===== config.mk =====
export PLATFORM = sky130hd
export DESIGN_NAME = mem_access_ctrl
export DESIGN_NICKNAME = d
export VERILOG_FILES = /design/src/rtl/mem_access_ctrl.sv
export SDC_FILE = /design/constraint.sdc
export NUM_CORES = 1
export LEC_CHECK = 0
export CORE_ASPECT_RATIO = 0.7
export CORE_MARGIN = 4
export CORE_UTILIZATION = 51
export CTS_CLUSTER_DIAMETER = 200
export CTS_CLUSTER_SIZE = 8
export DETAILED_ROUTE_END_ITERATION = 10
export GPL_ROUTABILITY_DRIVEN = 0
export PLACE_DENSITY = 0.81
export RECOVER_POWER = 25
export REMOVE_ABC_BUFFERS = 1
export SLEW_MARGIN = 0
export SYNTH_ARGS = -nofsm -noshare
export SYNTH_HDL_FRONTEND = slang
export SYNTH_SLANG_ARGS = --single-unit

===== constraint.sdc =====
create_clock -name clk -period 2.7 [get_ports clk]
set_clock_uncertainty 0.05 [all_clocks]
set_input_delay 0.54 -clock clk [delete_from_list [all_inputs] [get_ports clk]]
set_output_delay 0.54 -clock clk [all_outputs]
set_load 0.02 [all_outputs]

===== src/rtl/mem_access_ctrl.sv =====
// rtl/mem_access_ctrl.sv - MEM-stage load/store controller with sub-word read-modify-write
module mem_access_ctrl #(
    parameter int unsigned MEM_WORDS = 8192,
    parameter logic [31:0] PARK_ADDR = 32'hFFFF_FFFF
) (
    input  logic        clk,
    input  logic        rst_n,
    // request side (pipeline MEM stage)
    input  logic        reqValid,
    output logic        reqReady,
    input  logic        reqWrite,
    input  logic [1:0]  reqSize,
    input  logic        reqUnsigned,
    input  logic [31:0] reqAddr,
    input  logic [31:0] reqWData,
    // response side
    output logic        respValid,
    output logic [31:0] respRData,
    output logic        respError,
    // data memory side
    output logic [31:0] memAddress,
    output logic [31:0] memWriteData,
    output logic        memRead,
    output logic        memWrite,
    input  logic [31:0] memReadData
);

    localparam logic [1:0] SZ_BYTE = 2'b00;
    localparam logic [1:0] SZ_HALF = 2'b01;
    localparam logic [1:0] SZ_WORD = 2'b10;

    // One extra bit so a depth of 2^30 words still compares correctly.
    localparam logic [30:0] MEM_WORDS_W = 31'(MEM_WORDS);

    typedef enum logic [2:0] {
        S_IDLE,
        S_READ,
        S_GAP,
        S_WRITE,
        S_RESP
    } state_t;

    state_t      state_q;
    logic        req_ready_q;
    logic        resp_valid_q;
    logic [31:0] resp_rdata_q;
    logic        resp_error_q;
    logic        mem_read_q;
    logic        mem_write_q;
    logic [31:0] mem_address_q;
    logic [31:0] mem_wdata_q;
    logic [31:0] word_q;

    // Latched request fields; only the low halfword of store data is needed
    // after acceptance because word stores are issued straight from reqWData.
    logic        write_q;
    logic [1:0]  size_q;
    logic        unsigned_q;
    logic [31:0] addr_q;
    logic [15:0] wdata_q;

    logic        accept;
    logic        req_error_d;
    logic [31:0] load_data_d;
    logic [31:0] merge_data_d;

    // Extract the addressed lane (little-endian) and sign/zero extend it.
    function automatic logic [31:0] load_extract(
        input logic [31:0] word,
        input logic [1:0]  lane,
        input logic [1:0]  size,
        input logic        uns
    );
        logic [7:0]  b;
        logic [15:0] h;
        logic [31:0] r;
        b = 8'h00;
        h = 16'h0000;
        r = word;
        case (lane)
            2'd0:    b = word[7:0];
            2'd1:    b = word[15:8];
            2'd2:    b = word[23:16];
            default: b = word[31:24];
        endcase
        h = lane[1] ? word[31:16] : word[15:0];
        case (size)
            SZ_BYTE: r = uns ? {24'h000000, b} : {{24{b[7]}}, b};
            SZ_HALF: r = uns ? {16'h0000, h} : {{16{h[15]}}, h};
            default: r = word;
        endcase
        return r;
    endfunction

    // Replace the addressed lane of the captured word with right-justified store data.
    function automatic logic [31:0] store_merge(
        input logic [31:0] word,
        input logic [1:0]  lane,
        input logic [1:0]  size,
        input logic [15:0] data
    );
        logic [31:0] r;
        r = word;
        if (size == SZ_BYTE) begin
            case (lane)
                2'd0:    r[7:0]   = data[7:0];
                2'd1:    r[15:8]  = data[7:0];
                2'd2:    r[23:16] = data[7:0];
                default: r[31:24] = data[7:0];
            endcase
        end else begin
            if (lane[1]) begin
                r[31:16] = data;
            end else begin
                r[15:0] = data;
            end
        end
        return r;
    endfunction

    assign accept = reqValid && req_ready_q;

    // Classify the incoming request: illegal size, misalignment or out-of-range index.
    always_comb begin
        req_error_d = 1'b0;
        case (reqSize)
            SZ_BYTE: req_error_d = 1'b0;
            SZ_HALF: req_error_d = reqAddr[0];
            SZ_WORD: req_error_d = (reqAddr[1:0] != 2'b00);
            default: req_error_d = 1'b1;
        endcase
        if ({1'b0, reqAddr[31:2]} >= MEM_WORDS_W) begin
            req_error_d = 1'b1;
        end
    end

    // Load result formed from the live read data so it is ready at the READ edge.
    always_comb begin
        load_data_d  = load_extract(memReadData, addr_q[1:0], size_q, unsigned_q);
        merge_data_d = store_merge(word_q, addr_q[1:0], size_q, wdata_q);
    end

    // Main FSM; every output is a register so strobes and address are glitch-free.
    always_ff @(posedge clk or negedge rst_n) begin
        if (!rst_n) begin
            state_q       <= S_IDLE;
            req_ready_q   <= 1'b1;
            resp_valid_q  <= 1'b0;
            resp_rdata_q  <= 32'h0;
            resp_error_q  <= 1'b0;
            mem_read_q    <= 1'b0;
            mem_write_q   <= 1'b0;
            mem_address_q <= PARK_ADDR;
            mem_wdata_q   <= 32'h0;
            word_q        <= 32'h0;
            write_q       <= 1'b0;
            size_q        <= SZ_BYTE;
            unsigned_q    <= 1'b0;
            addr_q        <= 32'h0;
            wdata_q       <= 16'h0;
        end else begin
            resp_valid_q <= 1'b0;
            case (state_q)
                S_IDLE: begin
                    if (accept) begin
                        req_ready_q <= 1'b0;
                        write_q     <= reqWrite;
                        size_q      <= reqSize;
                        unsigned_q  <= reqUnsigned;
                        addr_q      <= reqAddr;
                        wdata_q     <= reqWData[15:0];
                        if (req_error_d) begin
                            state_q      <= S_RESP;
                            resp_valid_q <= 1'b1;
                            resp_rdata_q <= 32'h0;
                            resp_error_q <= 1'b1;
                        end else if (reqWrite && (reqSize == SZ_WORD)) begin
                            state_q       <= S_WRITE;
                            mem_write_q   <= 1'b1;
                            mem_address_q <= {reqAddr[31:2], 2'b00};
                            mem_wdata_q   <= reqWData;
                        end else begin
                            state_q       <= S_READ;
                            mem_read_q    <= 1'b1;
                            mem_address_q <= {reqAddr[31:2], 2'b00};
                        end
                    end
                end
                S_READ: begin
                    mem_read_q    <= 1'b0;
                    mem_address_q <= PARK_ADDR;
                    word_q        <= memReadData;
                    if (write_q) begin
                        state_q <= S_GAP;
                    end else begin
                        state_q      <= S_RESP;
                        resp_valid_q <= 1'b1;
                        resp_rdata_q <= load_data_d;
                        resp_error_q <= 1'b0;
                    end
                end
                S_GAP: begin
                    // Parked address during GAP forces an address change before the write.
                    state_q       <= S_WRITE;
                    mem_write_q   <= 1'b1;
                    mem_address_q <= {addr_q[31:2], 2'b00};
                    mem_wdata_q   <= merge_data_d;
                end
                S_WRITE: begin
                    state_q       <= S_RESP;
                    mem_write_q   <= 1'b0;
                    mem_address_q <= PARK_ADDR;
                    resp_valid_q  <= 1'b1;
                    resp_rdata_q  <= 32'h0;
                    resp_error_q  <= 1'b0;
                end
                S_RESP: begin
                    state_q     <= S_IDLE;
                    req_ready_q <= 1'b1;
                end
                default: begin
                    state_q       <= S_IDLE;
                    req_ready_q   <= 1'b1;
                    mem_read_q    <= 1'b0;
                    mem_write_q   <= 1'b0;
                    mem_address_q <= PARK_ADDR;
                end
            endcase
        end
    end

    assign reqReady     = req_ready_q;
    assign respValid    = resp_valid_q;
    assign respRData    = resp_rdata_q;
    assign respError    = resp_error_q;
    assign memAddress   = mem_address_q;
    assign memWriteData = mem_wdata_q;
    assign memRead      = mem_read_q;
    assign memWrite     = mem_write_q;

endmodule

==> reports/qor.csv, run 1 <==
metric;value;unit
cp.required;3.01;ns
crit_fanout;36;
grt_pass1_wl;41300;um
ys_top_cells_by_area;dfrtp_1, mux2_2, dfstp_2;
share_seq_of_total_power;40.5;%
pwr-share-comb;27.5;%
die_area;19500;um2
p_sw_share;31.3;%
postSynth.asyncResetShare;100;%
drc;0;
period_minus_slack;2.39;ns
antenna_found_initial;0;
nets;1091;
synth_top_cell_by_area;dfrtp_1;
rows;39;
finalHoldViolCount;0;
routed_via_density;6.12;
ys_types;51;
cts.repair.resized;0;
die_h;118;um
peakVddDrop;0.494;mV
powerDensity;750;nW/um2
root_buffer;clkbuf_16;
grt_pass1_vias;7373;
final_area;11900;um2
violations;capacitance limit, slew limit;
clock-sinks;187;
clkPwrFrac;32.0;%
synth-edff-count;0;
arrival;2.70;ns
wl_per_cell;21.5;um
cts_tree;done;
criticalPathCategory;input port to register;
vias;7505;
die_w;165;um
synth_area_per_cell;11.1;um2
period_share;88.6;%
io_buffers;203;
fill_cells;1173;
drv_cap;1;
core_area;16600;um2
cp-end-kind;register;
rsz0062_at_grt;no;
post_cts_buffers;0;
syn2layout_area_growth;35.1;%
grt_use_total;27.2;%
max_freq;418;MHz
cts_buffers;17;
ff2ff_setup_slack;0.45;ns
num_antenna_cells;0;
place_hpwl;18300;um
startpoint_type;input port;
p_sw;2.79;mW
clk_pin_slew;0.07;ns
drive_above_1_share;19.3;%
setup_violations;0;
start_util;53.0;%
synth_top_area_share;44.0;%
syn_area;8810;um2
syn_inst;795;
synthFlopType;dfrtp_1;
power.leakage;5.02;nW
setup_ws;0.308;ns
grt_max_degree;71;
ios;204;
yosysSeqAreaShare;53.6;%
synth_seq_cells;187;
seq_area;4720;um2
status;finished with violations;
max_slew_margin;-15.6;%
drtAntennaViolNets;0;
place_area;11200;um2
mostFrequentLayoutCells;clkdlybuf4s50_1, dfrtp_1, mux2_2, nor2_1, o21ai_0;
final_common_cell;clkdlybuf4s50_1;
final_util;71.5;%
drt_iter0_drc;685;
holdBufCountCts;0;
hold_path.class;register to register;
clock_path_buffers;2;
multi_input_area;3690;um2
p_int;6.13;mW
htreeDepth;4;
yosysWarnings;0;
grt_overflow_total;0;
dpl_worst_slack;-0.135;ns
first_pass_iters;7;
wirelength;26400;um
tightestPinTransition;1.73;ns
drv_slew;69;
worstSkewPairLatency;0.43;ns
critical path: stages:
cell             delay [ns]
clkdlybuf4s50_1        0.42
or4_4                  0.57
and4bb_1               0.32
and2_1                 0.18
buf_12                 0.21
nor2_2                 0.16
a22o_1                 0.29
Yosys cell counts, types with 2 or more instances:
master	count
and2_1	4
buf_1	2
a22oi_1	33
a21oi_1	44
a41oi_1	24
nor2_2	2
o21ai_0	59
a32o_1	2
nand2b_1	18
inv_1	29
nand2_1	35
nor4_1	2
a31oi_1	9
buf_2	13
mux2i_1	35
nand4_1	10
o221ai_1	8
clkbuf_1	46
and3b_1	2
nor2b_1	3
a22o_1	28
nor2_1	63
dfrtp_1	155
mux2_2	75
a21boi_0	7
o211ai_1	2
a221o_1	7
or2_2	3
nand3b_1	2
buf_6	3
dfstp_2	32
o22ai_1	2
a2bb2oi_1	8
nor3_1	2
buf_4	3
a221oi_1	8
kinds of logic after synthesis:
group                  share of synthesized area (%)
AOI/OAI and AO/OA                               19.6
DFF                                             53.6
and+or+nand+nor                                 8.26
muxes                                           13.8
buffers and inverters                           4.73
registers in the layout (all words and copies together) (netlist names):
register and flops:
state_q 3, respRData 32, memWrite 1, memRead 1, wdata_q 16, size_q 2
respValid 1, write_q 1, addr_q 32, word_q 32, respError 1, memAddress 31
memWriteData 32, reqReady 1, unsigned_q 1
layer usage:
metal | share of wire (%) | global-route usage [%]
met5 | 0 | 0
met4 | 1.4 | 6.75
met3 | 12 | 8.40
met2 | 42 | 37.8
met1 | 44 | 41.2
power groups by stage:
stage	Sequential (mW)	Clock, mW	Combinational [mW]
after detailed placement	3.64	0	2.40
final	3.61	2.86	2.46
after global routing	3.67	3.02	2.62
after floorplan	3.57	0	1.49
after CTS	3.59	2.89	2.41
after global placement	3.62	0	2.34
cell type report:
cell class	instances	area share, %
multi-input cells	511	31.0
repair buffers	241	20.2
clock buffers	23	4.65
clock inverters	9	1.19
well taps	225	2.37
inverters	30	0.967
flip-flops and latches	187	39.7
final timing paths:
| check | cells past startpoint | end | from |
|---|---|---|---|
| worst max-delay path | 7 | memAddress[3] | reqAddr[24] |
| worst min-delay path | 1 | addr_q[6] | addr_q[6] |
| worst min register to register | 1 | addr_q[6] | addr_q[6] |
| min in group asynchronous | 1 | respValid | rst_n |
| worst max register to register | 4 | wdata_q[15] | state_q[1] |
| max in group asynchronous | 2 | memAddress[30] | rst_n |
stage by stage:
stage	power, mW	hold WS [ns]	TNS, ns	cells
after floorplan	5.06	0.194	-135.39	728
after global placement	5.96	0.429	-1.40	1194
after detailed placement	6.04	0.437	-2.18	1194
after CTS	8.89	0.0721	0	1226
after global routing	9.31	0.461	0	1226
final	8.93	0.448	0	1226
Power figures use the tool's default switching activity.
==> run 2: changes to the inputs <==
--- a/config.mk
+++ b/config.mk
@@ -6,13 +6,12 @@
 export NUM_CORES = 1
 export LEC_CHECK = 0
 export CORE_ASPECT_RATIO = 0.7
-export CORE_MARGIN = 4
-export CORE_UTILIZATION = 51
+export CORE_UTILIZATION = 54
 export CTS_CLUSTER_DIAMETER = 200
 export CTS_CLUSTER_SIZE = 8
 export DETAILED_ROUTE_END_ITERATION = 10
 export GPL_ROUTABILITY_DRIVEN = 0
-export PLACE_DENSITY = 0.81
+export PLACE_DENSITY = 0.85
 export RECOVER_POWER = 25
 export REMOVE_ABC_BUFFERS = 1
 export SLEW_MARGIN = 0
==> constraint.sdc (replaced) <==
create_clock -name clk -period 3.05 [get_ports clk]
set_clock_uncertainty 0.05 [all_clocks]
set_input_delay 0.61 -clock clk [delete_from_list [all_inputs] [get_ports clk]]
set_output_delay 0.61 -clock clk [all_outputs]
set_load 0.02 [all_outputs]
==> run 2 against run 1 <==
Compared with the run above: the flow still finishes with violations (capacitance limit, slew limit); via count fell by 0.83%; sequential cell count stayed put; final cell count down 1.3%; combinational power decreased by 15%; hold slack improved by 0.0039 ns; non-clock buffer count down 11; sequential share of layout area rose by 0.70 points; sequential power fell by 10%; register-to-register slack better by 0.11 ns; largest power group unchanged; highest routed layer unchanged.
==> reports/qor.csv, run 2 (synthesis gave the netlist of run 1 again) <==
metric;value;unit;change
status;finished with violations;;
violations;capacitance limit, slew limit;;
grt_max_degree;74;;+4.2%
setup_violations;0;;unchanged
rsz0062_at_grt;no;;
clock-sinks;187;;unchanged
root_buffer;clkbuf_16;;
cts.repair.resized;0;;unchanged
period_share;83.0;%;
grt_pass1_wl;41500;um;+0.47%
place_area;11100;um2;-1.2%
drive_above_1_share;18.4;%;-0.90 points
grt_pass1_vias;7341;;-0.43%
cp-end-kind;register;;
cts_tree;done;;
peakVddDrop;0.362;mV;-27%
drv_slew;73;;+5.8%
hold_path.class;register to register;;
syn2layout_area_growth;32.7;%;
antenna_found_initial;0;;unchanged
drt_iter0_drc;744;;+8.6%
die_area;16800;um2;-14%
io_buffers;203;;unchanged
die_h;109;um;-7.7%
core_area;15700;um2;-5.4%
htreeDepth;4;;unchanged
routed_via_density;6.15;;+0.49%
tightestPinTransition;1.92;ns;+0.189 ns
post_cts_buffers;0;;unchanged
path_cells;clkdlybuf4s50_1, or4_4, and4bb_1, and2_1, buf_12, a41oi_1, a22oi_1;;
max_slew_margin;-28.2;%;-13 points
wirelength;26000;um;-1.4%
cpMaxStageDelayCell;or4_4;;
clk_pin_slew;0.07;ns;about the same
power;7.68;mW;-14%
place_hpwl;17700;um;-3.3%
power.leakage;4.91;nW;-2.0%
cts_buffers;17;;unchanged
period_minus_slack;2.53;ns;
worstSkewPairLatency;0.44;ns;about the same
grt_overflow_total;0;;unchanged
arrival;2.82;ns;+0.12 ns
rows;38;;-2.6%
start_util;56.0;%;+3.0 points
startpoint_type;input port;;
max_freq;395;MHz;
drtAntennaViolNets;0;;unchanged
finalHoldViolCount;0;;unchanged
drc;0;;unchanged
final_common_cell;clkdlybuf4s50_1;;
drv_cap;1;;unchanged
clock_path_buffers;2;;unchanged
cp.required;3.34;ns;+0.33 ns
cpPeakStageDelay;0.57;ns;about the same
final_area;11700;um2;-1.7%
powerDensity;657;nW/um2;-12%
grt_use_total;32.9;%;+5.7 points
first_pass_iters;5;;-2
wl_per_cell;21.5;um;about the same
tns;0;ns;unchanged
criticalPathCategory;input port to register;;
final_util;74.3;%;+2.8 points
vias;7443;;-0.83%
ios;204;;unchanged
holdBufCountCts;0;;unchanged
dp.cells;1178;;-1.3%
nets;1080;;-1.0%
mostFrequentLayoutCells;clkdlybuf4s50_1, dfrtp_1, mux2_2, nor2_1, o21ai_0;;
num_antenna_cells;0;;unchanged
crit_fanout;16;;-56%
die_w;155;um;-6.3%
fin_cells;1210;;-1.3%
run 2: path summary, 6_finish.rpt:
path                              from          endpoint  slack, ns  cells past startpoint
setup / recovery           reqAddr[24]   memWriteData[6]       0.52                      7
hold / removal               addr_q[4]         addr_q[4]       0.45                      1
setup reg to reg             size_q[1]  memWriteData[22]       0.56                      5
hold reg to reg              addr_q[4]         addr_q[4]       0.45                      1
max in group asynchronous        rst_n        addr_q[11]       0.83                      2
min in group asynchronous        rst_n  memWriteData[13]       0.66                      1
run 2: power breakdown:
| group | internal (mW) | switching [mW] | total (mW) |
|---|---|---|---|
| sequential | 2.85 | 0.384 | 3.24 |
| clock | 1.32 | 1.04 | 2.36 |
| combinational | 0.989 | 1.10 | 2.08 |
| total | 5.16 | 2.52 | 7.68 |
run 2: final cells by class:
class	instances	area [um2]
Clock buffer	21	514
Inverter	30	115
Multi-Input combinational cell	511	3690
Timing Repair Buffer	230	2260
Clock inverter	11	118
Tap cell	220	275
Sequential cell	187	4720
Fill cell	1083	4040
run 2: worst max-delay path: cells and delay by family:
kind,cells,cell delay [ns]
and+or+nand+nor,3,1.14
AOI/OAI and AO/OA,2,0.46
buffers and inverters,2,0.60
run 2: through the flow:
step	hold WS (ns)	worst slack, ns
finish	0.452	0.518
global route	0.468	0.454
CTS	0.153	0.539
detailed placement	0.437	0.130
global placement	0.430	0.162
floorplan	0.264	-1.37
run 2: layer usage:
metal	share of wire, %	track usage, %
met1	42	46.2
met2	45	48.5
met3	12	10.2
met4	1.9	11.6
met5	0	0
